===== config.mk =====
export PLATFORM = sky130hd
export DESIGN_NAME = meter_bcd_counter
export DESIGN_NICKNAME = d
export VERILOG_FILES = /design/src/rtl/meter_bcd_counter.sv
export SDC_FILE = /design/constraint.sdc
export NUM_CORES = 1
export LEC_CHECK = 0
export ABC_AREA = 1
export BUFFER_PORTS_ARGS = -buffer_cell sky130_fd_sc_hd__clkbuf_2
export CORE_ASPECT_RATIO = 0.9
export CORE_MARGIN = 2
export CORE_UTILIZATION = 55
export CTS_BUF_LIST = sky130_fd_sc_hd__clkbuf_8
export DETAILED_ROUTE_END_ITERATION = 8
export MAX_ROUTING_LAYER = met4
export PLACE_DENSITY = 0.75
export SLEW_MARGIN = 0
export SYNTH_ARGS = -nofsm -noshare
export SYNTH_HDL_FRONTEND = slang
export SYNTH_SLANG_ARGS = --single-unit

===== constraint.sdc =====
create_clock -name clk -period 17.25 [get_ports clk]
set_input_delay 3.45 -clock clk [delete_from_list [all_inputs] [get_ports clk]]
set_output_delay 3.45 -clock clk [all_outputs]
set_load 0.02 [all_outputs]

===== src/rtl/meter_bcd_counter.sv =====
// Parking-meter remaining-time counter: 4-digit packed BCD with coin credit,
// preset loads and a 1 Hz countdown, saturating at 0000 and MAX_BCD.
module meter_bcd_counter #(
    parameter logic [15:0] INC0    = 16'h0050,
    parameter logic [15:0] INC1    = 16'h0150,
    parameter logic [15:0] INC2    = 16'h0200,
    parameter logic [15:0] INC3    = 16'h0500,
    parameter logic [15:0] LOAD0   = 16'h0010,
    parameter logic [15:0] LOAD1   = 16'h0205,
    parameter logic [15:0] MAX_BCD = 16'h9999
) (
    input  logic        clk,
    input  logic        rst,
    input  logic        tick_1Hz,
    input  logic [3:0]  add_pulse,
    input  logic [1:0]  load_pulse,
    output logic [15:0] BCD_out,
    output logic        expired,
    output logic        add_busy
);

    typedef enum logic {IDLE, ADD_SUM} state_t;

    state_t      state_q, state_d;
    logic [15:0] count_q, count_d;
    logic [15:0] inc_q, inc_d;
    logic        expired_q;

    // Digit-serial BCD add; a carry out of the thousands digit saturates.
    function automatic logic [15:0] bcdAddSat(input logic [15:0] a, input logic [15:0] b);
        logic [4:0]  digit;
        logic        carry;
        logic [15:0] sum;
        carry = 1'b0;
        sum   = '0;
        for (int i = 0; i < 4; i++) begin
            digit = {1'b0, a[4*i +: 4]} + {1'b0, b[4*i +: 4]} + {4'b0000, carry};
            if (digit > 5'd9) begin
                digit = digit - 5'd10;
                carry = 1'b1;
            end else begin
                carry = 1'b0;
            end
            sum[4*i +: 4] = digit[3:0];
        end
        if (carry || (sum > MAX_BCD)) begin
            sum = MAX_BCD;
        end
        return sum;
    endfunction

    function automatic logic [15:0] bcdDecSat(input logic [15:0] a);
        logic [15:0] res;
        logic        borrow;
        res    = a;
        borrow = 1'b1;
        if (a != 16'h0000) begin
            for (int i = 0; i < 4; i++) begin
                if (borrow) begin
                    if (a[4*i +: 4] == 4'd0) begin
                        res[4*i +: 4] = 4'd9;
                    end else begin
                        res[4*i +: 4] = a[4*i +: 4] - 4'd1;
                        borrow        = 1'b0;
                    end
                end
            end
        end
        return res;
    endfunction

    always_comb begin
        state_d = state_q;
        count_d = count_q;
        inc_d   = inc_q;
        case (state_q)
            IDLE: begin
                if (load_pulse[1]) begin
                    count_d = LOAD1;
                end else if (load_pulse[0]) begin
                    count_d = LOAD0;
                end else begin
                    if (tick_1Hz) begin
                        count_d = bcdDecSat(count_q);
                    end
                    // Only the highest requested coin is credited.
                    if (add_pulse[3]) begin
                        inc_d   = INC3;
                        state_d = ADD_SUM;
                    end else if (add_pulse[2]) begin
                        inc_d   = INC2;
                        state_d = ADD_SUM;
                    end else if (add_pulse[1]) begin
                        inc_d   = INC1;
                        state_d = ADD_SUM;
                    end else if (add_pulse[0]) begin
                        inc_d   = INC0;
                        state_d = ADD_SUM;
                    end
                end
            end
            ADD_SUM: begin
                state_d = IDLE;
                if (load_pulse[1]) begin
                    count_d = LOAD1;
                end else if (load_pulse[0]) begin
                    count_d = LOAD0;
                end else begin
                    count_d = bcdAddSat(count_q, inc_q);
                    if (tick_1Hz) begin
                        count_d = bcdDecSat(count_d);
                    end
                end
            end
            default: begin
                state_d = IDLE;
            end
        endcase
    end

    always_ff @(posedge clk) begin
        if (rst) begin
            state_q   <= IDLE;
            count_q   <= 16'h0000;
            inc_q     <= 16'h0000;
            expired_q <= 1'b1;
        end else begin
            state_q   <= state_d;
            count_q   <= count_d;
            inc_q     <= inc_d;
            expired_q <= (count_d == 16'h0000);
        end
    end

    assign BCD_out  = count_q;
    assign expired  = expired_q;
    assign add_busy = (state_q == ADD_SUM);

endmodule


### Word-level counts from Yosys, hierarchy flattened

Cells that the tools add are included.

| storage, ports and cells | value |
|---|---|
| register bits after elaboration | 34 |
| output and inout port bits | 18 |
| logic and storage cells | 155 |

| cells by class | value |
|---|---|
| add/sub/neg operators | 19 |
| magnitude comparators | 5 |
| mux-type cells | 110 |
| bitwise logic cells | 3 |
| reductions and logical operators | 14 |

Operator list:

| operator | count |
|---|---|
| two-way mux 16 bit | 16 |
| two-way mux 4 bit | 30 |
| two-way mux 1 bit | 62 |
| logical NOT 4 bit | 8 |
| case mux 16 bit (2 select lines) | 1 |
| nonzero test 16 bit | 2 |
| subtractor 4 x 1 -> 4 bit, second input constant | 8 |
| adder 4 x 4 -> 5 bit | 4 |
| greater-than comparator 5 x 4 -> 1 bit, second input constant | 4 |
| greater-than comparator 16 bit, second input constant | 1 |
| logical NOT 16 bit | 1 |
| subtractor 4 bit, second input constant | 4 |
| adder 5 x 1 -> 5 bit | 3 |
| AND reduction 4 bit | 1 |
| nonzero test 4 bit | 1 |
| inverter 1 bit | 3 |
| case mux 1 bit (2 select lines) | 1 |
| logical OR 1 bit | 1 |

### Depth between registers and ports, before layout

Gate-level depths: netlist of the first run.

| logic depth | value |
|---|---|
| depth in word-level cells | 56 |
| gate-level depth with buffers | 70 |
| gate-level depth less buffers | 70 |

### Worst setup path before layout of the first run

OpenSTA, ideal clock, no wires.

| timing path | value |
|---|---|
| kind | reg2reg |
| start point | register count_q[1] (netlist: BCD_out[1]) |
| end point | register expired_q (netlist: expired) |
| setup time | 0.058 ns |
| arrival time | 7.212 ns |
| data required time | 17.192 ns |
| setup slack | 9.980 ns |
| cell stages (with the launch flop) | 62 |
| buffers on the path | 1 |
| cells stage by stage | dfxtp_1 -> inv_1 -> ha_1 -> inv_1 -> ha_1 -> inv_1 -> nand2_2 -> nand2_4 -> fa_1 -> inv_1 -> ha_1 -> nand2_1 -> and2_1 -> ha_1 -> nand2_1 -> nand2_1 -> inv_1 -> nand2_1 -> (+26 left out) -> nand2_4 -> nand2_1 -> inv_2 -> nand3_1 -> ha_1 -> inv_1 -> nor2_4 -> buf_6 -> nand2_4 -> nor2_4 -> nand3_2 -> nand2_1 -> nand2_1 -> a21oi_2 -> nand3_1 -> nor2_1 -> nand2_1 -> nand2_1 |

| on the way | value |
|---|---|
| longest elaborated chain between the ends | 56 |
| elaborated cells between the ends (all ways) | 121 |
| classes of those cells | 13 x add/sub; 5 x order compare; 94 x mux; 9 x reduce/logical |

RTL lines:

| element | line | source |
|---|---|---|
| from (decl) | 25 | `logic [15:0] count_q, count_d;` |
| from (signal assigned) | 129 | `count_q <= count_d;` |
| adder 4 x 4 -> 5 bit | 37 | `digit = {1'b0, a[4*i +: 4]} + {1'b0, b[4*i +: 4]} + {4'b0000, carry};` |
| greater-than comparator 5 x 4 -> 1 bit | 38 | `if (digit > 5'd9) begin` |
| two-way mux 1 bit | 38 |  |
| two-way mux 1 bit | 106 | `end else if (load_pulse[0]) begin` |
| two-way mux 1 bit | 104 | `if (load_pulse[1]) begin` |
| two-way mux 1 bit | 76 | `case (state_q)` |
| adder 5 x 1 -> 5 bit | 37 |  |
| greater-than comparator 5 x 4 -> 1 bit | 38 |  |
| (+40 left out) | n/a |  |
| two-way mux 1 bit | 76 |  |
| two-way mux 4 bit | 59 | `if (borrow) begin` |
| two-way mux 16 bit | 57 | `if (a != 16'h0000) begin` |
| two-way mux 16 bit | 110 | `if (tick_1Hz) begin` |
| two-way mux 16 bit | 106 |  |
| two-way mux 16 bit | 104 |  |
| case mux 16 bit (2 select lines) * | 76 |  |
| logical NOT 16 bit * | 131 | `expired_q <= (count_d == 16'h0000);` |
| to (signal assigned) | 131 |  |
| to (decl) | 27 | `logic expired_q;` |

Every way passes the cells marked *; elsewhere a longest branch is shown, timed or not. The select of a mux whose other input is x is not followed.
A chain may end at the register's enable or synchronous reset.

### Worst setup path in the final report of the first run

Ends and elaborated chain as after synthesis.

==> impl_metrics.csv, run 1 <==
group,metric,value,unit
hold_path,hp-start,"inc_q[10]",
synthesis,yosysWarningCount,0,
detailed_routing,remaining_drc_errors,0,
final_layout,nets,566,
floorplanning,die_x,82.2,µm
critical_path,rr_worst_depth,60,
placement,portBuffers,26,
floorplanning,die_height,74.3,µm
synthesis,syn_area,0.00302,mm²
sta,drv_slew,0,
detailed_routing,dr_total_vias,3403,
global_routing,grt_usage,29.2,%
critical_path,startpoint_type,"flip-flop",
sta,setup_viol_count_final,0,
placement,routabilityCongestion,0.902,
final_layout,diodes,0,
synthesis,synth_nets,543,
power,p_total,0.000169,W
power,powerDensity,52.6,mW/mm²
critical_path,rr_endpoint,"expired",
synthesis,ys_top_cells_by_count,"nand2_1, inv_1, nand3_1, nor2_1, a21oi_1",
hold_path,hp-class,"flip-flop to flip-flop",
clocking,cts.sinks,22,
critical_path,cpMaxStageDelayCell,"fa_1",
floorplanning,die_area,0.00611,mm²
critical_path,cp_max_fo,15,
critical_path,cpMostUsedCell,"nand2_1",
synthesis,synth-xor-area-share,0.869,%
critical_path,required,17.46,ns
synthesis,seq_area_frac_synth,14.6,%
sta,setup_ws,8.98,ns
synthesis,synth_edf_count,0,
final_layout,fillers,537,
floorplanning,core,0.00529,mm²
hold_path,holdPathStages,2,
critical_path,reg2reg_slack,8.98,ns
synthesis,synth_area_leaders,"nand2_1, dfxtp_1, nand3_1",
outcome,status,"finished clean",
global_routing,grt_overflow,0,
global_routing,grt_pass1_wl,13.6,mm
synthesis,synth_simple_gate_area_share,47.8,%
sta,fin_crit,8.27,ns
synthesis,muxShareOfSynthArea,0,%
final_layout,area.growth.synth_to_final,6.54,%
critical_path,max_stage_delay,0.45,ns
detailed_routing,routed_wl,8.35,mm
clocking,cts_buffers,3,
detailed_routing,drtIter0Drc,309,
final_layout,seq_area,440,µm²
sta,finalHoldViolCount,0,
clocking,clkTransAtPathRegs,0.08,ns
final_layout,stdcell_area,0.00322,mm²
synthesis,ys_types,41,
placement,dpl.cell_count,595,
sta,slew_headroom,60.6,%
final_layout,fin_cells,598,
global_routing,grt_max_degree,25,
sta,fin_worst_skew,0.00352,ns
global_routing,antenna_found_initial,0,
critical_path,worstReg2RegStart,"BCD_out[1]",
sta,period_share,47.9,%
flow_run,maxCapViolations,0,
clocking,htree_levels,1,
placement,place_ws,9.10,ns
detailed_routing,wl_per_cell,14.0,µm
clocking,cts_tree,"done",
placement,hpwl,6.59,mm
synthesis,syn_inst,510,
synthesis,synth_top_area_share,16.3,%
power,ir_drop,0.0423,mV
detailed_routing,firstDrtPassIters,5,
detailed_routing,via_per_inst,5.69,
global_routing,first_global_vias,2920,
power,p_leak,1.73,nW
synthesis,yosysMostFrequentCell,"nand2_1",
synthesis,ys_seq_elements,22,
floorplanning,pin_count,27,
sta,tightest_slew,0.587,ns
synthesis,synth_top_area_cell,"nand2_1",
critical_path,worstPathArrival,8.48,ns
synthesis,synth_area_per_cell,5.93,µm²
synthesis,async_flop_share,0,%
clocking,clk_path_buf_depth,2,
clocking,post-cts-setup-buffers,0,
clocking,hold_buffers,0,
synthesis,synth_adder_area_share,10.7,%
sta,max_freq,0.121,GHz
sta,fin_setup_tns,0,ns
floorplanning,initial_core_util,57.2,%
floorplanning,rows,25,
clocking,root_buffer,"clkbuf_8",
placement,place_area,0.00318,mm²
clocking,cts_resized,0,
synthesis,synth_top_family_by_area,"simple AND/OR/NAND/NOR gates",
sta,grt_setup_unrepaired,"no",
detailed_routing,postRouteAntennaNets,0,
critical_path,timing.critical_path.to_type,"flip-flop",
clocking,clk_latency,0.26,ns
final_layout,final_layout_size_suffix_gt1_share,15.3,%
synthesis,synth_compound_area_share,13.3,%
synthesis,synth_top_flop_cell,"dfxtp_1",
final_layout,multiInputGateArea,0.00220,mm²
hold_path,hold_end,"inc_q[10]",
critical_path,setup.worst_path.class,"flip-flop to flip-flop",
## area by class of cell
| type | instances | share of cell area, % |
|---|---|---|
| Tap cell | 67 | 2.60 |
| Multi-Input combinational cell | 393 | 68.2 |
| Sequential cell | 22 | 13.7 |
| Clock buffer | 3 | 1.28 |
| Timing Repair Buffer | 26 | 4.04 |
| Inverter | 87 | 10.2 |
## where the power goes
part	total [W]	leakage, nW	internal, W	switching (W)
sequential	0.0000554	0.180	0.0000529	0.00000258
clock	0.0000327	0.0216	0.0000156	0.0000170
combinational	0.0000812	1.53	0.0000267	0.0000546
total	0.000169	1.73	0.0000952	0.0000742
## metal layers
layer	part of all wire (%)	GRT usage, %	vias to the layer above
met2	45	44.4	129
li1	-	-	1709
met5	0	-	-
met1	49	42.5	1561
met4	0.41	6.67	0
met3	6.4	1.58	4
## cells by family (layout without fill, tap and decap cells)
kind of cell               Yosys count  in the layout
xor gates and xnor gates             3              3
AOI/OAI and AO/OA                   67             67
and+or+nand+nor                    299            299
DFF                                 22             22
adders and majority gates           24             24
buffers and inverters               95            116
## flip-flops by register name, indices dropped and copies added, names as in the netlist
| register | cells |
|---|---|
| BCD_out | 16 |
| expired | 1 |
| inc_q | 4 |
| add_busy | 1 |
## worst max-delay path, delay by kind of cell (launching register included)
family | cells | cell delay (ns)
AND/OR/NAND/NOR | 33 | 3.41
adder cells (fa/ha/maj) | 11 | 2.91
buffers and inverters | 15 | 1.38
flip-flops | 1 | 0.36
AO/OA/AOI/OAI | 1 | 0.17
## per-stage QoR
stage | hold slack [ns] | util (%)
floorplan | 0.441 | -
global placement | 0.458 | 60.2
detailed placement | 0.456 | 60.2
CTS | 0.469 | 60.9
global route | 0.513 | 60.9
finish | 0.466 | 60.9
## how the worst max path moves through the flow
stage               startpoint       to
floorplan           BCD_out[1]  expired
global placement    BCD_out[1]  expired
detailed placement  BCD_out[1]  expired
CTS                 BCD_out[1]  expired
global route        BCD_out[1]  expired
finish              BCD_out[1]  expired
## cells in the final DEF, fill, tap and decap left out, drive strengths merged, types with 2 or more instances in the layout
master / instances
dfxtp: 22
a21oi: 27
clkbuf: 29
or2: 3
o21bai: 2
nand2: 151
a211oi: 4
ha: 21
nand3b: 2
nand3: 66
a31oi: 2
nor3: 6
o211ai: 7
fa: 3
xor2: 3
inv: 86
o21ai: 22
nor2: 52
nand4: 17
No activity file was read; power rests on OpenSTA's default activity.
==> run 2, diff against run 1 <==
==> constraint.sdc (replaced) <==
create_clock -name clk -period 8.3 [get_ports clk]
set_input_delay 1.66 -clock clk [delete_from_list [all_inputs] [get_ports clk]]
set_output_delay 1.66 -clock clk [all_outputs]
set_load 0.02 [all_outputs]
==> impl_metrics.csv, run 2 (synthesis results as in run 1) <==
group,metric,value,unit
global_routing,grt_overflow,0,
final_layout,diodes,0,
clocking,clk_latency,0.27,ns
floorplanning,initial_core_util,57.2,%
global_routing,use_met3,1.21,%
outcome,status,"finished clean",
sta,max_freq,0.130,GHz
placement,dpl.cell_count,595,
floorplanning,core,0.00529,mm²
hold_path,hp-class,"flip-flop to flip-flop",
global_routing,antenna_found_initial,0,
clocking,hold_buffers,0,
global_routing,grt_util_met2,43.8,%
clocking,htree_levels,1,
sta,setup_viol_count_final,0,
detailed_routing,dr_total_vias,3411,
detailed_routing,routed_wl,8.44,mm
final_layout,layout_common_cells,"nand2_1, inv_1, nand3_1",
critical_path,worstPathArrival,7.93,ns
power,p_total,0.000377,W
placement,portBuffers,26,
sta,tightest_slew,0.573,ns
global_routing,grt_max_degree,25,
power,clkPwrFrac,21.1,%
final_layout,fin_cells,606,
global_routing,grt.busiest_layer,"met2",
global_routing,grt_pass1_wl,13.4,mm
final_layout,area.growth.synth_to_final,10.3,%
clocking,cts.sinks,22,
final_layout,final_common_cell,"nand2_1",
critical_path,startpoint_type,"flip-flop",
sta,fin_worst_skew,0.00312,ns
clocking,clkTransAtPathRegs,0.08,ns
critical_path,setup.worst_path.class,"flip-flop to flip-flop",
power,p_switching,0.000161,W
floorplanning,die_area,0.00611,mm²
critical_path,cp_max_fo,13,
detailed_routing,remaining_drc_errors,0,
final_layout,nets,573,
global_routing,grtUsageMet1,43.2,%
power,p_leak,1.77,nW
final_layout,final_util,63.1,%
detailed_routing,postRouteAntennaNets,0,
final_layout,final_layout_size_suffix_gt1_share,18.2,%
critical_path,required,8.51,ns
detailed_routing,firstDrtPassIters,5,
clocking,clk_path_buf_depth,2,
floorplanning,die_height,74.3,µm
power,power.internal,0.000216,W
critical_path,max_stage_delay,0.45,ns
critical_path,timing.critical_path.to_type,"flip-flop",
sta,slew_headroom,61.5,%
clocking,cts_tree,"done",
clocking,root_buffer,"clkbuf_8",
critical_path,cpMaxStageDelayCell,"fa_1",
global_routing,first_global_vias,2865,
power,powerDensity,113,mW/mm²
sta,finalHoldViolCount,0,
clocking,cts_buffers,3,
detailed_routing,via_per_inst,5.63,
sta,period_share,93.0,%
power,ir_drop,0.0905,mV
sta,fin_crit,7.72,ns
flow_run,maxCapViolations,0,
sta,drv_slew,0,
global_routing,grt_usage,28.9,%
floorplanning,rows,25,
final_layout,largest_reg_flops,16,
placement,routabilityCongestion,0.912,
power,netSwitchingFraction,42.7,%
detailed_routing,wl_per_cell,13.9,µm
floorplanning,die_x,82.2,µm
placement,hpwl,6.51,mm
detailed_routing,drtIter0Drc,299,
power,p_seq_share,30.7,%
power,combPwrFrac,48.2,%
floorplanning,pin_count,27,
## run 2: cell count changes in the layout (fill, tap and decap cells not counted), sizes merged
cell    before  now
buf          0    6
clkbuf      29   30
nor2        52   53
## run 2: area by class of cell
class,count,area (µm²)
Clock buffer,4,55.1
Fill cell,505,1950
Inverter,87,332
Multi-Input combinational cell,394,2240
Sequential cell,22,443
Tap cell,67,83.8
Timing Repair Buffer,32,188
## run 2: path summary, 6_finish.rpt
check | startpoint | end | slack [ns] | cells after the start
max | BCD_out[2] | expired | 0.58 | 60
min | inc_q[10] | inc_q[10] | 0.48 | 2
max reg2reg | BCD_out[2] | expired | 0.58 | 60
min reg2reg | inc_q[10] | inc_q[10] | 0.48 | 2
## run 2: critical path: cells and delay by family (launching register included)
kind | cells | cell delay (ns)
DFF | 1 | 0.39
adders and majority gates | 11 | 2.86
buffers and inverters | 16 | 1.33
AOI/OAI and AO/OA | 1 | 0.21
and+or+nand+nor | 32 | 2.86
## run 2: metal layers
layer / share of wire (%) / routed length [µm]
met1: 47 / 4010
met2: 44 / 3730
met3: 7.1 / 598
met4: 1.2 / 104
met5: 0 / 0
## run 2: power groups by stage
stage,Clock (W),Sequential [W],Combinational (W)
floorplan,0,0.000120,0.000129
global placement,0,0.000118,0.000163
detailed placement,0,0.000118,0.000166
CTS,0.0000797,0.000115,0.000167
global route,0.0000840,0.000116,0.000200
finish,0.0000795,0.000116,0.000182
## run 2: stage by stage
step	setup TNS, ns	setup slack [ns]	hold WS [ns]	instance area [µm²]
after CTS	0	0.0737	0.480	3240
after global placement	0	0.370	0.459	3180
after floorplan	0	1.03	0.441	3020
after global routing	-0.0115	-0.0115	0.510	3340
final	0	0.580	0.477	3340
after detailed placement	0	0.0842	0.468	3180
## run 2: repair_timing
| item | CTS | global route |
|---|---|---|
| buffers inserted | 0 | 6 |
| endpoints found under the hold margin | 0 | 0 |
| resized for setup | 0 | 11 |
| endpoints found under the setup margin | 0 | 16 |
==> run 3, diff against run 2 <==
==> constraint.sdc (replaced) <==
create_clock -name clk -period 7.85 [get_ports clk]
set_input_delay 1.57 -clock clk [delete_from_list [all_inputs] [get_ports clk]]
set_output_delay 1.57 -clock clk [all_outputs]
set_load 0.02 [all_outputs]
==> impl_metrics.csv, run 3 (synthesis results as in run 1) <==
group,metric,value,unit
outcome,status,"finished clean",
floorplanning,core,0.00529,mm²
placement,hpwl,6.61,mm
critical_path,timing.critical_path.to_type,"flip-flop",
sta,drv_slew,0,
placement,place_area,0.00327,mm²
sta,max_freq,0.137,GHz
power,ir_drop,0.117,mV
final_layout,largest_reg_flops,16,
critical_path,cpMaxStageDelayCell,"fa_1",
sta,slew_headroom,61.1,%
flow_run,maxCapViolations,0,
global_routing,grt_pass1_wl,13.5,mm
critical_path,setup.worst_path.class,"flip-flop to flip-flop",
clocking,root_buffer,"clkbuf_8",
detailed_routing,routed_wl,8.60,mm
detailed_routing,wl_per_cell,13.9,µm
clocking,cts_tree,"done",
critical_path,cpMostUsedCell,"nand2_1",
sta,fin_worst_skew,0.00263,ns
critical_path,path_buf_inv,15,
power,p_leak,1.83,nW
final_layout,diodes,0,
detailed_routing,drtIter0Drc,242,
final_layout,fillers,478,
final_layout,final_layout_size_suffix_gt1_share,22.7,%
detailed_routing,via_per_inst,5.59,
critical_path,worstPathArrival,7.51,ns
clocking,clk_path_buf_depth,2,
global_routing,grt_max_degree,25,
final_layout,fin_cells,618,
floorplanning,rows,25,
critical_path,startpoint_type,"flip-flop",
sta,period_share,92.8,%
final_layout,layout_common_cells,"nand2_1, inv_1, nand3_1",
clocking,cts_buffers,3,
final_layout,nets,585,
critical_path,cp_max_fo,6,
placement,portBuffers,26,
final_layout,area.growth.synth_to_final,16.8,%
sta,finalHoldViolCount,0,
clocking,htree_levels,1,
detailed_routing,dr_total_vias,3456,
floorplanning,initial_core_util,57.2,%
final_layout,final_common_cell,"nand2_1",
power,powerDensity,118,mW/mm²
critical_path,max_stage_delay,0.46,ns
final_layout,stdcell_area,0.00353,mm²
critical_path,critPathTopFamily,"simple AND/OR/NAND/NOR gates",
floorplanning,die_x,82.2,µm
hold_path,hp-class,"flip-flop to flip-flop",
final_layout,final_util,66.8,%
placement,dpl.cell_count,605,
placement,routabilityCongestion,0.946,
floorplanning,die_area,0.00611,mm²
clocking,clkTransAtPathRegs,0.08,ns
global_routing,antenna_found_initial,0,
sta,setup_viol_count_final,0,
global_routing,grt_overflow,0,
floorplanning,pin_count,27,
detailed_routing,remaining_drc_errors,0,
detailed_routing,postRouteAntennaNets,0,
global_routing,grt_usage,29.3,%
final_layout,multiInputGateArea,0.00232,mm²
clocking,cts.sinks,22,
detailed_routing,firstDrtPassIters,5,
final_layout,seq_area,442,µm²
sta,tightest_slew,0.579,ns
clocking,clk_latency,0.28,ns
critical_path,required,8.08,ns
floorplanning,die_height,74.3,µm
sta,fin_crit,7.28,ns
global_routing,first_global_vias,2966,
==> run 3: cell count changes in the layout (fill, tap and decap cells not counted), moves of 2 or more <==
cell,change
inv_1,-4
ha_1,-6
ha_4,+3
inv_2,+4
nand3_1,-3
nand3_2,+3
nor2_1,-2
ha_2,+3
buf_4,+12
==> run 3: report_power, final <==
group	switching, W	internal, W	total (W)
Clock	0.0000410	0.0000449	0.0000859
Sequential	0.00000484	0.000116	0.000121
Combinational	0.000129	0.0000804	0.000209
Total	0.000175	0.000242	0.000416
==> run 3: metal layers <==
metal / share of wire, % / vias up / GRT usage [%]
li1: - / 1748 / -
met1: 45 / 1556 / 40.7
met2: 45 / 138 / 44.8
met3: 7.7 / 14 / 2.55
met4: 2.3 / 0 / 10.0
met5: 0 / - / -
==> run 3: layout make-up <==
class	instances	share of cell area, %
Tap cell	67	2.37
Sequential cell	22	12.5
Inverter	87	9.39
Timing Repair Buffer	45	8.58
Clock buffer	4	1.56
Multi-Input combinational cell	393	65.6
==> run 3: repair_timing <==
action | 4_1_cts | 5_1_grt
pin swaps | 1 | 7
hold buffers | 0 | 0
cloned | 0 | 1
endpoints found under the setup margin | 1 | 16
buffers inserted | 3 | 5
gates resized for setup | 1 | 31
==> run 3: stage by stage <==
step / power (W) / setup slack, ns / hold slack (ns) / setup TNS, ns
after floorplan: 0.000263 / 0.580 / 0.441 / 0
after global routing: 0.000442 / -0.00520 / 0.507 / -0.00520
after detailed placement: 0.000307 / -0.0872 / 0.472 / -0.0872
after CTS: 0.000398 / 0.0800 / 0.484 / 0
final: 0.000416 / 0.567 / 0.475 / 0
after global placement: 0.000304 / 0.229 / 0.461 / 0
==> run 3: path summary, 6_finish.rpt <==
path | startpoint | endpoint | slack (ns) | depth (start not counted)
max | BCD_out[1] | expired | 0.57 | 62
min | inc_q[10] | inc_q[10] | 0.48 | 2
min reg2reg | inc_q[10] | inc_q[10] | 0.48 | 2
max reg2reg | BCD_out[1] | expired | 0.57 | 62
==> run 3: worst min-delay path, delay by kind of cell, from the launching register on <==
kind	cells	cell delay [ns]
DFF	1	0.32
and+or+nand+nor	1	0.06
AOI/OAI and AO/OA	1	0.05
